## src/rtl/uart_pkg.sv

```systemverilog
// Shared types and helpers for the UART transmit path.
package uart_pkg;

  localparam int MAX_DATA_BITS = 9;

  typedef enum logic [2:0] {
    IDLE,
    SYNC,
    START,
    DATA,
    PARITY,
    STOP
  } tx_state_t;

  // Even parity is the XOR of the data bits; odd parity inverts it.
  // Unused upper bits must be zero so they do not disturb the XOR.
  function automatic logic calc_parity(input logic [MAX_DATA_BITS-1:0] data,
                                       input logic                     odd);
    return (^data) ^ odd;
  endfunction

endpackage

```

## src/rtl/uart_tx_serializer.sv

```systemverilog
// UART transmitter: frames bytes as start, LSB-first data, optional parity, stop,
// advancing one bit per baud_tick. Handshake: a byte moves when tx_valid && tx_ready.
module uart_tx_serializer
  import uart_pkg::*;
#(
  parameter int DATA_BITS  = 8,
  parameter int PARITY_EN  = 0,
  parameter int PARITY_ODD = 0,
  parameter int STOP_BITS  = 1
) (
  input  logic                 clk,
  input  logic                 reset,
  input  logic                 baud_tick,
  input  logic                 tx_valid,
  input  logic [DATA_BITS-1:0] tx_data,
  output logic                 tx_ready,
  output logic                 tx,
  output logic                 busy
);

  localparam int                CNT_W     = $clog2(DATA_BITS);
  localparam logic [CNT_W-1:0]  LAST_BIT  = CNT_W'(DATA_BITS - 1);
  localparam logic              STOP_LAST = 1'(STOP_BITS - 1);
  localparam logic              ODD_SEL   = (PARITY_ODD != 0);

  tx_state_t              state_q, state_d;
  logic                   tx_q, tx_d;
  logic [DATA_BITS-1:0]   shreg_q, shreg_d;
  logic [CNT_W-1:0]       bit_cnt_q, bit_cnt_d;
  logic                   stop_cnt_q, stop_cnt_d;
  logic                   parity_q, parity_d;
  logic [MAX_DATA_BITS-1:0] data_ext;

  assign data_ext = MAX_DATA_BITS'(tx_data);

  always_comb begin
    state_d    = state_q;
    tx_d       = tx_q;
    shreg_d    = shreg_q;
    bit_cnt_d  = bit_cnt_q;
    stop_cnt_d = stop_cnt_q;
    parity_d   = parity_q;
    case (state_q)
      IDLE: begin
        tx_d = 1'b1;
        if (tx_valid) begin
          shreg_d  = tx_data;
          parity_d = calc_parity(data_ext, ODD_SEL);
          state_d  = SYNC;
        end
      end
      // The accept cycle's tick is never seen here, so the start bit spans a full period.
      SYNC: begin
        if (baud_tick) begin
          tx_d    = 1'b0;
          state_d = START;
        end
      end
      START: begin
        if (baud_tick) begin
          tx_d      = shreg_q[0];
          bit_cnt_d = '0;
          state_d   = DATA;
        end
      end
      DATA: begin
        if (baud_tick) begin
          if (bit_cnt_q == LAST_BIT) begin
            if (PARITY_EN != 0) begin
              tx_d    = parity_q;
              state_d = PARITY;
            end else begin
              tx_d       = 1'b1;
              stop_cnt_d = 1'b0;
              state_d    = STOP;
            end
          end else begin
            shreg_d   = shreg_q >> 1;
            bit_cnt_d = bit_cnt_q + 1'b1;
            tx_d      = shreg_q[1];
          end
        end
      end
      PARITY: begin
        if (baud_tick) begin
          tx_d       = 1'b1;
          stop_cnt_d = 1'b0;
          state_d    = STOP;
        end
      end
      STOP: begin
        if (baud_tick) begin
          tx_d = 1'b1;
          if (stop_cnt_q == STOP_LAST) begin
            state_d = IDLE;
          end else begin
            stop_cnt_d = 1'b1;
          end
        end
      end
      default: begin
        tx_d    = 1'b1;
        state_d = IDLE;
      end
    endcase
  end

  always_ff @(posedge clk) begin
    if (!reset) begin
      state_q    <= IDLE;
      tx_q       <= 1'b1;
      shreg_q    <= '0;
      bit_cnt_q  <= '0;
      stop_cnt_q <= 1'b0;
      parity_q   <= 1'b0;
    end else begin
      state_q    <= state_d;
      tx_q       <= tx_d;
      shreg_q    <= shreg_d;
      bit_cnt_q  <= bit_cnt_d;
      stop_cnt_q <= stop_cnt_d;
      parity_q   <= parity_d;
    end
  end

  assign tx_ready = (state_q == IDLE);
  assign busy     = (state_q != IDLE);
  assign tx       = tx_q;

endmodule
```

## config.mk

```make
export PLATFORM = sky130hd
export DESIGN_NAME = uart_tx_serializer
export DESIGN_NICKNAME = d
export VERILOG_FILES = /design/src/rtl/uart_pkg.sv /design/src/rtl/uart_tx_serializer.sv
export SDC_FILE = /design/constraint.sdc
export NUM_CORES = 1
export LEC_CHECK = 0
export CORE_MARGIN = 2
export CORE_UTILIZATION = 50
export CTS_BUF_LIST = sky130_fd_sc_hd__clkbuf_4 sky130_fd_sc_hd__clkbuf_8 sky130_fd_sc_hd__clkbuf_16
export DETAILED_ROUTE_END_ITERATION = 10
export GPL_TIMING_DRIVEN = 0
export MAX_ROUTING_LAYER = met4
export PLACE_DENSITY = 0.88
export SLEW_MARGIN = 10
export SYNTH_ARGS = -nofsm -noshare
export SYNTH_HDL_FRONTEND = slang
export SYNTH_SLANG_ARGS = --single-unit
export TNS_END_PERCENT = 20
```

## constraint.sdc

```tcl
create_clock -name clk -period 2.1 [get_ports clk]
set_input_delay 0.42 -clock clk [delete_from_list [all_inputs] [get_ports clk]]
set_output_delay 0.42 -clock clk [all_outputs]
set_load 0.03 [all_outputs]
```

==> results.toml <==
[yosys]
ys_top_cells_by_area = "dfxtp_1, a211oi_1, mux2i_1, a2111oi_0, a21oi_1"
synthesis.area_um2 = 822
yosys.area.top_type = "dfxtp_1"
synth_edf_count = 0
synth_common_cells = "dfxtp_1, a211oi_1, mux2i_1"
yosysUniqueCellTypes = 33
yosys_warnings = 0
ys_async_sr_fraction = 0
synth-seq-cells = 15
synth-seq-area-share = 0.365
synth_most_common_cell = "dfxtp_1"
synth_ff_type = "dfxtp_1"
syn_area_per_cell_um2 = 9.56
netlist_instances = 86
synth_top_area_share = 0.365
synth.net_count = 100

[cells_and_area]
insertedDiodeCount = 0
drive_above_1_share = 0.115
areaGrowthSynthToFinish_pct = 23.4
layout.nets = 119

[min_path]
min_path_cells = 2
hp-class = "register to register"

[critical_path]
crit_slowest_cell = "dlygate4sd2_1"
cp-end-kind = "output port"
critical_path_required_ns = 1.68
start_kind = "register"
reg2reg_depth = 5
worst-path-max-fanout = 10
arrival_ns = 1.52
critPathKind = "register to output port"
cp_slowest_stage_delay_ns = 0.43
cp_cell_sequence = "buf_4 > nor3_2 > dlygate4sd2_1"

[route]
drcViolationCount = 0
drtPass1Iterations = 4
ant_nets = 0
via_per_inst = 6.13
routed_wl_um = 1750
wl_per_cell_um = 14.6
vias = 735
drt-initial-drc-count = 8

[global_routing]
antenna_found_initial = 0
grt_pass1_wl_um = 2990
grt_max_degree = 11
grt_pass1_vias = 696
globalRouteOverflowTotal = 0
track_usage = 0.215

[clock_network]
postCtsSetupRepairBufs = 0
cts_tree = "yes"
cts_sinks = 15
clk_latency_ns = 0.29
clockBufferDepth = 2
path_clk_slew_ns = 0.09
cts_buffers = 3
htreeDepth = 1
clockRootBuffer = "clkbuf_4"

[sta]
slew_headroom = 0.697
worst_slew_pin_slew_ns = 0.455
fmax_mhz = 515
period_needed_ns = 1.94
period_share = 0.925
hold_viol_final = 0
fin_tns_setup_ns = 0
skew_ns = 0.00610
rsz0062_at_grt = "no"
setup_viol = 0
finalMaxSlewViolations = 0

[die]
ioPinCount = 15
design.die.area_um2 = 1980
row_count = 14
initial_core_util = 0.539
die_w_um = 44.5
core_um2 = 1520
die_y_um = 44.5

[power_and_ir_drop]
power_mw = 0.647
peakVddDrop_mv = 0.531
p_per_area_nw_per_um2 = 638
leakage_nw = 0.405

[place]
gp_congestion = 0.784
dp_hpwl_um = 1240
io_buffers = 14

[job]
cap_violations = 0

[outcome]
status = "completed"
-- worst max-delay path, delay by kind of cell (launching register included) --
kind / cells / cell delay (ns)
buffers and inverters: 2 / 0.61
flip-flops: 1 / 0.34
AND/OR/NAND/NOR: 1 / 0.27
-- placed cells by master (no fill, tap or decap), drive strengths merged --
master | Yosys | final
dlygate4sd2 | 0 | 2
nand3b | 3 | 3
nand2 | 2 | 2
a21oi | 6 | 6
and4b | 1 | 1
or4 | 1 | 1
a211oi | 14 | 14
nor3 | 2 | 2
ha | 2 | 2
clkinv | 1 | 1
nand4b | 1 | 1
nand3 | 1 | 1
o211ai | 1 | 1
o21ai | 5 | 5
nor4b | 1 | 1
clkdlybuf4s50 | 0 | 12
buf | 4 | 4
nand4 | 1 | 1
or3 | 1 | 1
clkbuf | 2 | 6
dfxtp | 15 | 15
mux2i | 7 | 7
or3b | 1 | 1
nor2b | 1 | 1
o2111a | 1 | 1
a2111oi | 3 | 3
o21a | 1 | 1
inv | 4 | 4
and2 | 1 | 1
or4b | 2 | 2
nor2 | 1 | 1
-- final cells by class --
cell class	count	area, um2
Timing Repair Buffer	14	138
Clock buffer	4	30.0
Sequential cell	15	300
Inverter	5	18.8
Buffer	6	35.0
Multi-Input combinational cell	60	473
Fill cell	114	509
Tap cell	16	20.0
-- kinds of logic after synthesis --
family / after synthesis / share of synthesized area
mux: 7 / 0.0852
buf+inv: 11 / 0.0654
compound gates: 31 / 0.263
simple gates: 20 / 0.190
flops: 15 / 0.365
fa+ha+maj: 2 / 0.0304
-- where the power goes --
group / internal [mW] / total [mW] / switching [mW]
logic: 0.0684 / 0.144 / 0.0751
registers: 0.306 / 0.319 / 0.0124
clock network: 0.0870 / 0.185 / 0.0982
total: 0.462 / 0.647 / 0.186
-- final timing paths --
path | start | end | slack, ns
max reg2reg | bit_cnt_q[0] | bit_cnt_q[1] | 0.35
min reg2reg | shreg_q[7] | shreg_q[7] | 0.46
min | shreg_q[7] | shreg_q[7] | 0.46
max | state_q[1] | tx_ready | 0.16
-- through the flow --
step | instances | util | hold WS, ns | setup WS [ns] | area (um2)
after detailed placement | 116 | 0.648 | 0.449 | 0.0383 | 987
after floorplan | 86 | - | 0.428 | 0.370 | 827
final | 120 | 0.666 | 0.460 | 0.159 | 1010
after global routing | 120 | 0.666 | 0.477 | 0.0606 | 1010
after global placement | 116 | 0.648 | 0.442 | 0.0651 | 987
after CTS | 120 | 0.666 | 0.463 | 0.160 | 1010
-- what timing repair did --
item                                    CTS  global route
endpoints found under the setup margin    2             0
resized for setup                         2             0
hold buffers                              0             0
-- flip-flops by register name, summed over array words and instances, names as in the netlist --
| name | cells |
|---|---|
| shreg_q | 8 |
| tx | 1 |
| bit_cnt_q | 3 |
| state_q | 3 |
-- per-layer routing --
layer | track usage | vias up | part of all wire
met5 | - | - | 0
met1 | 0.268 | 342 | 0.47
met3 | 0.0245 | 5 | 0.034
li1 | - | 373 | -
met2 | 0.330 | 15 | 0.47
met4 | 0.127 | 0 | 0.027
Power figures use the tool's default switching activity.
